==> src/rtl/loop_issue_queue.sv <==
// loop_issue_queue: in-order issue queue between the loop-detect FSM and decode.
// Merges the fetch stream and the micro-op cache replay stream into one circular
// buffer of {instr, pc}, presents the head to decode over valid/ready, and on a
// loop flush drains the queue and emits a one-cycle fetch redirect.
//
// Ports:
//   clk, reset (async, active-low)
//   fetch_valid/fetch_instr/fetch_pc/fetch_ready : fetch stream in
//   block_signal, buf_instr, loop_len, loop_pc    : replay control from loop FSM
//   flush, new_pc                                 : flush request / recovery PC
//   buf_hold, overrun                             : replay backpressure / sticky drop flag
//   dec_valid/dec_instr/dec_pc/dec_ready          : decode handshake out
//   redirect_valid, redirect_pc                   : one-cycle fetch redirect
//
// Optional build macro LOOP_ISSUE_STATS_EN adds replay_count (replay entries
// pushed) and flush_count (redirects issued), both saturating.
module loop_issue_queue #(
  parameter int unsigned DEPTH = 4,
  parameter int unsigned PTR_W = 2
) (
  input  logic        clk,
  input  logic        reset,
  input  logic        fetch_valid,
  input  logic [31:0] fetch_instr,
  input  logic [31:0] fetch_pc,
  output logic        fetch_ready,
  input  logic        block_signal,
  input  logic [31:0] buf_instr,
  input  logic [5:0]  loop_len,
  input  logic [31:0] loop_pc,
  input  logic        flush,
  input  logic [31:0] new_pc,
  output logic        buf_hold,
  output logic        overrun,
  output logic        dec_valid,
  output logic [31:0] dec_instr,
  output logic [31:0] dec_pc,
  input  logic        dec_ready,
  output logic        redirect_valid,
  output logic [31:0] redirect_pc
`ifdef LOOP_ISSUE_STATS_EN
  ,
  output logic [31:0] replay_count,
  output logic [15:0] flush_count
`endif
);

  localparam logic [PTR_W:0] FullCnt = (PTR_W + 1)'(DEPTH);

  typedef enum logic [1:0] {StFetch, StReplay, StFlush} state_e;

  state_e state_q, state_d;

  logic [PTR_W-1:0] rd_ptr_q, wr_ptr_q;
  logic [PTR_W:0]   count_q;
  logic [31:0]      instr_mem [DEPTH];
  logic [31:0]      pc_mem    [DEPTH];
  logic [31:0]      replay_pc_q;
  logic [5:0]       replay_idx_q;
  logic             overrun_q;

  logic full, head_ok, pop, room, fetch_push, replay_slot, replay_push, replay_drop;
  logic push, clear, enter_replay;

  assign full         = (count_q == FullCnt);
  // Head is hidden during the flush cycle and while the queue is being cleared.
  assign head_ok      = (count_q != '0) && !flush && (state_q != StFlush);
  assign pop          = head_ok && dec_ready;
  // A full queue can still take a push when the head leaves in the same cycle.
  assign room         = !full || pop;
  assign enter_replay = (state_q == StFetch) && !flush && block_signal;
  assign fetch_push   = (state_q == StFetch) && !flush && !block_signal && fetch_valid && room;
  // The cache delivers one entry every replay cycle whether or not we can take it.
  assign replay_slot  = (state_q == StReplay) && !flush;
  assign replay_push  = replay_slot && room;
  assign replay_drop  = replay_slot && !room;
  assign push         = fetch_push || replay_push;
  assign clear        = flush || (state_q == StFlush);

  // State register
  always_ff @(posedge clk or negedge reset) begin
    if (!reset) state_q <= StFetch;
    else        state_q <= state_d;
  end

  // Next-state logic; flush overrides every other transition
  always_comb begin
    state_d = state_q;
    if (flush) begin
      state_d = StFlush;
    end else begin
      unique case (state_q)
        StFetch:  if (block_signal)  state_d = StReplay;
        StReplay: if (!block_signal) state_d = StFetch;
        StFlush:  state_d = StFetch;
        default:  state_d = StFetch;
      endcase
    end
  end

  // Outputs; data is zeroed when not valid so reset leaves every output at 0
  always_comb begin
    dec_valid      = head_ok;
    dec_instr      = head_ok ? instr_mem[rd_ptr_q] : 32'd0;
    dec_pc         = head_ok ? pc_mem[rd_ptr_q] : 32'd0;
    fetch_ready    = reset && (state_q == StFetch) && !flush && !block_signal && room;
    buf_hold       = (state_q == StReplay) && full;
    overrun        = overrun_q;
    redirect_valid = (state_q == StFlush) && !flush;
    redirect_pc    = redirect_valid ? new_pc : 32'd0;
  end

  // Queue pointers and occupancy
  always_ff @(posedge clk or negedge reset) begin
    if (!reset) begin
      rd_ptr_q <= '0;
      wr_ptr_q <= '0;
      count_q  <= '0;
    end else if (clear) begin
      rd_ptr_q <= '0;
      wr_ptr_q <= '0;
      count_q  <= '0;
    end else begin
      if (push) wr_ptr_q <= wr_ptr_q + PTR_W'(1);
      if (pop)  rd_ptr_q <= rd_ptr_q + PTR_W'(1);
      unique case ({push, pop})
        2'b10:   count_q <= count_q + (PTR_W + 1)'(1);
        2'b01:   count_q <= count_q - (PTR_W + 1)'(1);
        default: count_q <= count_q;
      endcase
    end
  end

  // Storage needs no reset: entries are only visible through head_ok
  always_ff @(posedge clk) begin
    if (push) begin
      instr_mem[wr_ptr_q] <= (state_q == StReplay) ? buf_instr : fetch_instr;
      pc_mem[wr_ptr_q]    <= (state_q == StReplay) ? replay_pc_q : fetch_pc;
    end
  end

  // Replay PC/index track the cache read pointer, advancing even on a drop
  always_ff @(posedge clk or negedge reset) begin
    if (!reset) begin
      replay_pc_q  <= '0;
      replay_idx_q <= '0;
      overrun_q    <= 1'b0;
    end else begin
      if (enter_replay) begin
        replay_pc_q  <= loop_pc;
        replay_idx_q <= '0;
      end else if (replay_slot) begin
        if (replay_idx_q == loop_len) begin
          replay_pc_q  <= loop_pc;
          replay_idx_q <= '0;
        end else begin
          replay_pc_q  <= replay_pc_q + 32'd4;
          replay_idx_q <= replay_idx_q + 6'd1;
        end
      end
      if (replay_drop) overrun_q <= 1'b1;
    end
  end

`ifdef LOOP_ISSUE_STATS_EN
  logic [31:0] replay_count_q;
  logic [15:0] flush_count_q;

  always_ff @(posedge clk or negedge reset) begin
    if (!reset) begin
      replay_count_q <= '0;
      flush_count_q  <= '0;
    end else begin
      if (replay_push && (replay_count_q != '1)) replay_count_q <= replay_count_q + 32'd1;
      if (redirect_valid && (flush_count_q != '1)) flush_count_q <= flush_count_q + 16'd1;
    end
  end

  assign replay_count = replay_count_q;
  assign flush_count  = flush_count_q;
`endif

endmodule
==> config.mk <==
export PLATFORM = sky130hd
export DESIGN_NAME = loop_issue_queue
export DESIGN_NICKNAME = d
export VERILOG_FILES = /design/src/rtl/loop_issue_queue.sv
export SDC_FILE = /design/constraint.sdc
export NUM_CORES = 1
export LEC_CHECK = 0
export ABC_AREA = 1
export CAP_MARGIN = 30
export CORE_MARGIN = 3
export CORE_UTILIZATION = 49
export CTS_BUF_LIST = sky130_fd_sc_hd__clkbuf_2 sky130_fd_sc_hd__clkbuf_4 sky130_fd_sc_hd__clkbuf_8
export DETAILED_ROUTE_END_ITERATION = 8
export PLACE_DENSITY = 0.79
export SLEW_MARGIN = 20
export SYNTH_ARGS = -nofsm -noshare
export SYNTH_HDL_FRONTEND = slang
export SYNTH_SLANG_ARGS = --single-unit
export TNS_END_PERCENT = 100
==> constraint.sdc <==
create_clock -name clk -period 4 [get_ports clk]
set_input_delay 0.8 -clock clk [delete_from_list [all_inputs] [get_ports clk]]
set_output_delay 0.8 -clock clk [all_outputs]
set_load 0.03 [all_outputs]
After elaboration in Yosys (flattened, before gate mapping):

Memories as Yosys holds them, arrays and structs flattened.
Index checks and enable logic that the tools add are counted.

* reduce and logical (&&, ||, !) cells: 31
* eq/ne operators: 9
* add/sub/neg operators: 6
* muxes and demuxes: 23

Operator list (count)
* 32-bit 2-to-1 mux: 8
* 32-bit by 3-bit adder with 32-bit output, second input constant: 1
* 6-bit 2-to-1 mux: 3
* 1-bit logical AND: 17
* 2-bit 2-to-1 mux: 7
* 6-bit by 1-bit adder with 6-bit output, second input constant: 1
* 6-bit == test: 1
* 3-bit inequality test, second input constant: 2
* 3-bit one-hot mux with 2 select lines: 1
* 2-bit nonzero test: 3
* 3-bit nonzero test: 2
* 2-bit by 1-bit adder with 2-bit output, second input constant: 2
* 2-bit by 1-bit == test with 1-bit output, second input constant: 2
* 2-bit == test, second input constant: 2
* 1-bit logical NOT: 4
* 2-bit one-hot mux with 2 select lines: 1
* 3-bit by 1-bit adder with 3-bit output, second input constant: 1
* 3-bit == test, second input constant: 1
* 1-bit logical OR: 3
* 3-bit 2-to-1 mux: 1
* 3-bit by 1-bit subtractor with 3-bit output, second input constant: 1
* 2-bit logical NOT: 1
* 1-bit 2-to-1 mux: 2
* 2-bit inequality test, second input constant: 1
* 2-bit AND reduction: 1

* output and inout bits: 101
* logic and storage cells: 78
* bits in registers: 48
* input port bits: 172
* memories kept: 2
* bits in writable memories: 256

Memory list
* instr_mem: depth 4, width 32, read ports 1, clocked after Yosys merged registers in 0, wr ports 1, RTL line 56 `logic [31:0] instr_mem [DEPTH];`
* pc_mem: depth 4, width 32, read ports 1, clocked after Yosys merged registers in 0, wr ports 1, RTL line 57 `logic [31:0] pc_mem [DEPTH];`

Logic depth before layout (Yosys ltp):

* depth after elaboration: 10
* mapped depth: 13
* gate-level depth less buffers: 13

Worst setup path before layout:

No wires, ideal clock.

* path type: input-to-reg
* start: in flush
* end: mem instr_mem[0][0] (enable)
* buffers on the path: 0
* path slack: -0.560 ns
* required time: 3.514 ns
* setup time: 0.486 ns
* data arrival time: 4.073 ns
* stages on the path: 5
* path through: nor2_2 -> nand3_1 -> o21ai_2 -> nand2_2 -> nor2_1

* longest elaborated chain between the ends: 9

Ends and longest elaborated chain
* start, declared: RTL line 31 `input logic flush,`
* 1-bit logical NOT *: RTL line 67, 72, 74
* 1-bit logical AND (2 in a row): RTL line 67 `assign head_ok = (count_q != '0) && !flush && (state_q != StFlush);`
* 1-bit logical AND: RTL line 68 `assign pop = head_ok && dec_ready;`
* 1-bit logical OR: RTL line 70 `assign room = !full || pop;`
* 1-bit logical AND (on tied branches): RTL line 72, 75
* 1-bit logical OR *: RTL line 77 `assign push = fetch_push || replay_push;`
* 1-bit 2-to-1 mux *: RTL line 136 `if (push) begin`
* 1-bit 2-to-1 mux *: RTL line 137 `instr_mem[wr_ptr_q] <= (state_q == StReplay) ? buf_instr : fetch_instr;`
* end, declared: RTL line 56

Mark *: on every way between the ends. The rest lies on a longest branch, timed or not.

Worst setup path after layout:

* start: reg rd_ptr_q[0]
* end: out dec_pc[22]

* longest elaborated chain between the ends: 2

Ends and longest elaborated chain
* start, declared: RTL line 54 `logic [PTR_W-1:0] rd_ptr_q, wr_ptr_q;`
* start signal, assigned: RTL line 125 `if (pop) rd_ptr_q <= rd_ptr_q + PTR_W'(1);`
* memory 4 x 32 bit
* 32-bit 2-to-1 mux: RTL line 105 `dec_pc = head_ok ? pc_mem[rd_ptr_q] : 32'd0;`
* end, declared: RTL line 37 `output logic [31:0] dec_pc,`

No other way between the ends.

==> metrics.log <==
[metrics] GRT Residual Overflow: 0
[metrics] total of max-cap violations: 0
[metrics] CP max stage cell: clkdlybuf4s50_1
[metrics] effective utilization at floorplan: 0.505
[metrics] share of flip-flops with an asynchronous set or reset: 0.158
[metrics] floorplan core area: 28200 µm²
[metrics] via count of the first global-routing pass: between 10k and 15k
[metrics] via count: around 12k
[metrics] overall die height: about 180 µm
[metrics] count of flip-flops with a built-in enable after synthesis: roughly 260
[metrics] Reg-to-Reg Start: state_q[1]
[metrics] global-route wire length before repair: about 60 mm
[metrics] post-route antenna net violation count: 0
[metrics] Via-to-Cell Ratio: 5.22
[metrics] Setup WS pre-CTS: 305 ps
[metrics] worst hold slack: about 450 ps
[metrics] count of final setup violators: 0
[metrics] highest clock rate: between 200 and 300 MHz
[metrics] worst min-delay path class: primary input to async pin
[metrics] Final Max Tran Viols: 0
[metrics] final worst-path cycle share: 0.942
[metrics] average routed wire per standard cell: roughly 18 µm
[metrics] total I/O pin count: 273
[metrics] Inst Count DP: 2131
[metrics] DRC Markers: 0
[metrics] Mapped Avg Cell Area: 9.25 µm²
[metrics] worst skew pair latency: about 560 ps
[metrics] count of different cell masters after synthesis: 37
[metrics] drt first-iter violations: ~1.1k
[metrics] final weighted congestion in routability-driven placement: between 0.9 and 1
[metrics] Seq/Total Area, Yosys: 0.625
[metrics] proportion of total power due to net switching: 0.254
[metrics] Std-Cell Rows: 61
[metrics] maximum fanout along the worst path: 56
[metrics] overall die width: 176 µm
[metrics] worst setup slack after layout: approximately 230 ps
[metrics] H-tree depth: 2
[metrics] die area: 31100 µm²
[metrics] final worst path period need: 3770 ps
[metrics] most prevalent standard cell on the critical path: nor2_1
[metrics] TritonCTS Buffers: 47
[metrics] fin cells: around 2.2k
[metrics] maximum number of pins on one net before global-route repair: just under 90
[metrics] CP peak stage delay: approximately 680 ps
[metrics] nature of the critical path startpoint: register
[metrics] area of all placed cells without fillers: around 19000 µm²
[metrics] worst slew slack as a fraction of its limit: 0.404
[metrics] Num Clock Sinks: approximately 300
[metrics] endpoint of the lowest-slack register-to-register path: instr_mem[3][3]
[metrics] total negative setup slack: 0 ps
[metrics] Detailed Place HPWL: around 25 mm
[metrics] critical path data required time: ~3200 ps
[metrics] final cell utilization of the core: 0.660
[metrics] fraction of power consumed by the clock network: 0.370
[metrics] result of the run: complete, no violations
[metrics] number of nets in the synthesized netlist: 1716
[metrics] cell area after placement: 17600 µm²
[metrics] power per cell area: 400 nW/µm²
[metrics] count of buffers from port buffering: roughly 270
[metrics] TritonCTS clock tree: yes
[metrics] Ant. Diodes: 0
[metrics] setup repair after global routing missed its margin: false
[metrics] CP Class: register to output port
[metrics] wire length after detailed routing: approximately 39 mm
[metrics] clock transition at the register clock pins on the worst setup and hold paths after CTS: about 70 ps
[metrics] Syn Std Cell Area: 14200 µm²
[metrics] Ys Warns: 0
[metrics] clock root cell: clkbuf_8
[metrics] leak pwr: around 7.5 nW
[metrics] number of buffers added to fix hold violations after cts: 0
[metrics] synthesized instance count: about 1.5k
[metrics] global router's overall resource usage: 0.247
[metrics] net count of the finished layout: ~2k
[metrics] number of buffers added for setup after CTS: 0
[metrics] cell internal power dissipation: 5.55 mW
[metrics] hold violation count in the final report: 0
[metrics] Post-synth top flop: edfxtp_1
[metrics] CTS resizes: 0
[metrics] fraction of layout instances using a drive strength above 1: 0.102
[metrics] Worst Clk Skew: 18.3 ps
[metrics] Critical Path Sink Type: output port
[metrics] number of antenna violations at the first check in global routing: 0
[metrics] power consumption: ~7.4 mW
[metrics] cell count of the worst reg-to-reg path: 7
[metrics] Detailed Routing Iterations Pass 1: 6
[metrics] combinational power share: 0.125
[metrics] Tightest Pin Transition: 894 ps
[metrics] switching power total: 1.89 mW
[metrics] setup slack, reg-to-reg: around 1300 ps
[metrics] worst path arrival time: just under 3000 ps
[metrics] sequential cell fraction of total power: 0.505
[metrics] worst voltage drop across the vdd grid: 0.210 mV
[metrics] signed area change from the synthesized netlist to the final layout: 30.7%
[metrics] CP Cell Sequence: buf_4 > nor2_1 > nor2_1 > o21ai_0 > a21oi_1 > clkdlybuf4s50_1
[metrics] number of synthesized register bits: between 300 and 400
[metrics] layout filler cell count: around 2.2k
[metrics] number of buffers between clock root and the deepest sink: 3
==> area by class of cell <==
| type | instances | area, µm² | share of cell area |
|---|---|---|---|
| inverters | 123 | 465 | 0.0251 |
| clock buffers | 59 | 743 | 0.0400 |
| repair buffers | 291 | 3180 | 0.171 |
| multi-input cells | 1035 | 4560 | 0.246 |
| clock inverters | 28 | 262 | 0.0141 |
| flip-flops and latches | 304 | 8890 | 0.479 |
| well taps | 378 | 473 | 0.0255 |
==> flip-flops by register name, summed over array words and instances, names as in the netlist <==
register      count
replay_pc_q      32
instr_mem       128
replay_idx_q      6
overrun           1
count_q           3
wr_ptr_q          2
rd_ptr_q          2
state_q           2
pc_mem          128
==> how the worst max path moves through the flow <==
stage                       to        start  cells past startpoint  slack, ps
3_3_place_gp     dec_instr[28]        flush                      7        390
5_1_grt             dec_pc[22]  rd_ptr_q[0]                      6          2
3_5_place_dp        dec_pc[30]        flush                      7        300
4_1_cts             dec_pc[22]  rd_ptr_q[0]                      6        190
6_report            dec_pc[22]  rd_ptr_q[0]                      6        230
2_1_floorplan  instr_mem[0][0]        flush                      5       -560
==> metal layers <==
layer,track usage,vias up,share of wire
met4,0.0887,0,0.035
met3,0.0458,71,0.073
met5,0,-,0
met2,0.427,528,0.49
li1,-,5596,-
met1,0.312,5380,0.40
==> critical path, delay by kind of cell, from the launching register on <==
| kind | cells | cell delay, ps |
|---|---|---|
| buffers and inverters | 2 | 1250 |
| flip-flops | 1 | 600 |
| AO/OA/AOI/OAI | 2 | 340 |
| AND/OR/NAND/NOR | 2 | 190 |
==> synth_stat cells, types with 2 or more instances <==
library cell / n / area, µm²
o21ai_2: 2 / 17.5
o21ai_0: 166 / 831
buf_2: 18 / 90.1
nor3_1: 7 / 35.0
nor2_2: 5 / 31.3
a21oi_1: 72 / 360
buf_4: 3 / 22.5
clkbuf_1: 42 / 158
inv_1: 115 / 432
nor2_1: 357 / 1340
o21ai_1: 6 / 30.0
edfxtp_1: 256 / 7690
inv_2: 7 / 26.3
nand2_1: 324 / 1220
nand3_2: 2 / 20.0
nand3_1: 47 / 235
buf_1: 9 / 33.8
xor2_1: 9 / 78.8
nand3b_1: 5 / 37.5
buf_6: 2 / 22.5
dfrtp_1: 48 / 1200
ha_1: 6 / 75.1
xnor2_1: 4 / 35.0
nand2_2: 4 / 25.0
nand4_1: 9 / 56.3
==> kinds of logic (layout without fill, tap and decap cells) <==
logic type	after synthesis	after routing	share of synthesized area
AOI/OAI and AO/OA	250	250	0.0900
buffers and inverters	198	501	0.0560
and+or+nand+nor	765	765	0.214
xor gates and xnor gates	13	13	0.00801
DFF	304	304	0.625
adders and majority gates	7	7	0.00669
==> power by group through the flow <==
stage	Combinational [mW]	Clock (mW)	Sequential [mW]
after global placement	0.897	0	3.80
after global routing	1.04	2.96	3.77
after detailed placement	0.925	0	3.81
final	0.931	2.75	3.75
after CTS	0.929	2.79	3.75
after floorplan	0.533	0	3.77
==> cells in the final DEF (no fill, tap or decap), types with 4 or more instances in the layout <==
| master | n |
|---|---|
| xor2_1 | 9 |
| edfxtp_1 | 256 |
| inv_1 | 114 |
| xnor2_1 | 4 |
| clkinv_2 | 10 |
| a21oi_1 | 72 |
| nor2_4 | 6 |
| o21ai_1 | 6 |
| dfrtp_1 | 46 |
| nand2_1 | 323 |
| bufinv_16 | 5 |
| nand4_1 | 9 |
| nor3_1 | 7 |
| clkinv_1 | 11 |
| clkbuf_8 | 48 |
| clkbuf_4 | 11 |
| ha_1 | 6 |
| buf_4 | 40 |
| clkdlybuf4s50_1 | 213 |
| inv_2 | 7 |
| nor2_2 | 4 |
| o21ai_0 | 166 |
| nand2_2 | 5 |
| buf_12 | 37 |
| nor2_1 | 353 |
| nand3b_1 | 5 |
| nand3_1 | 47 |
Power figures use the tool's default switching activity.
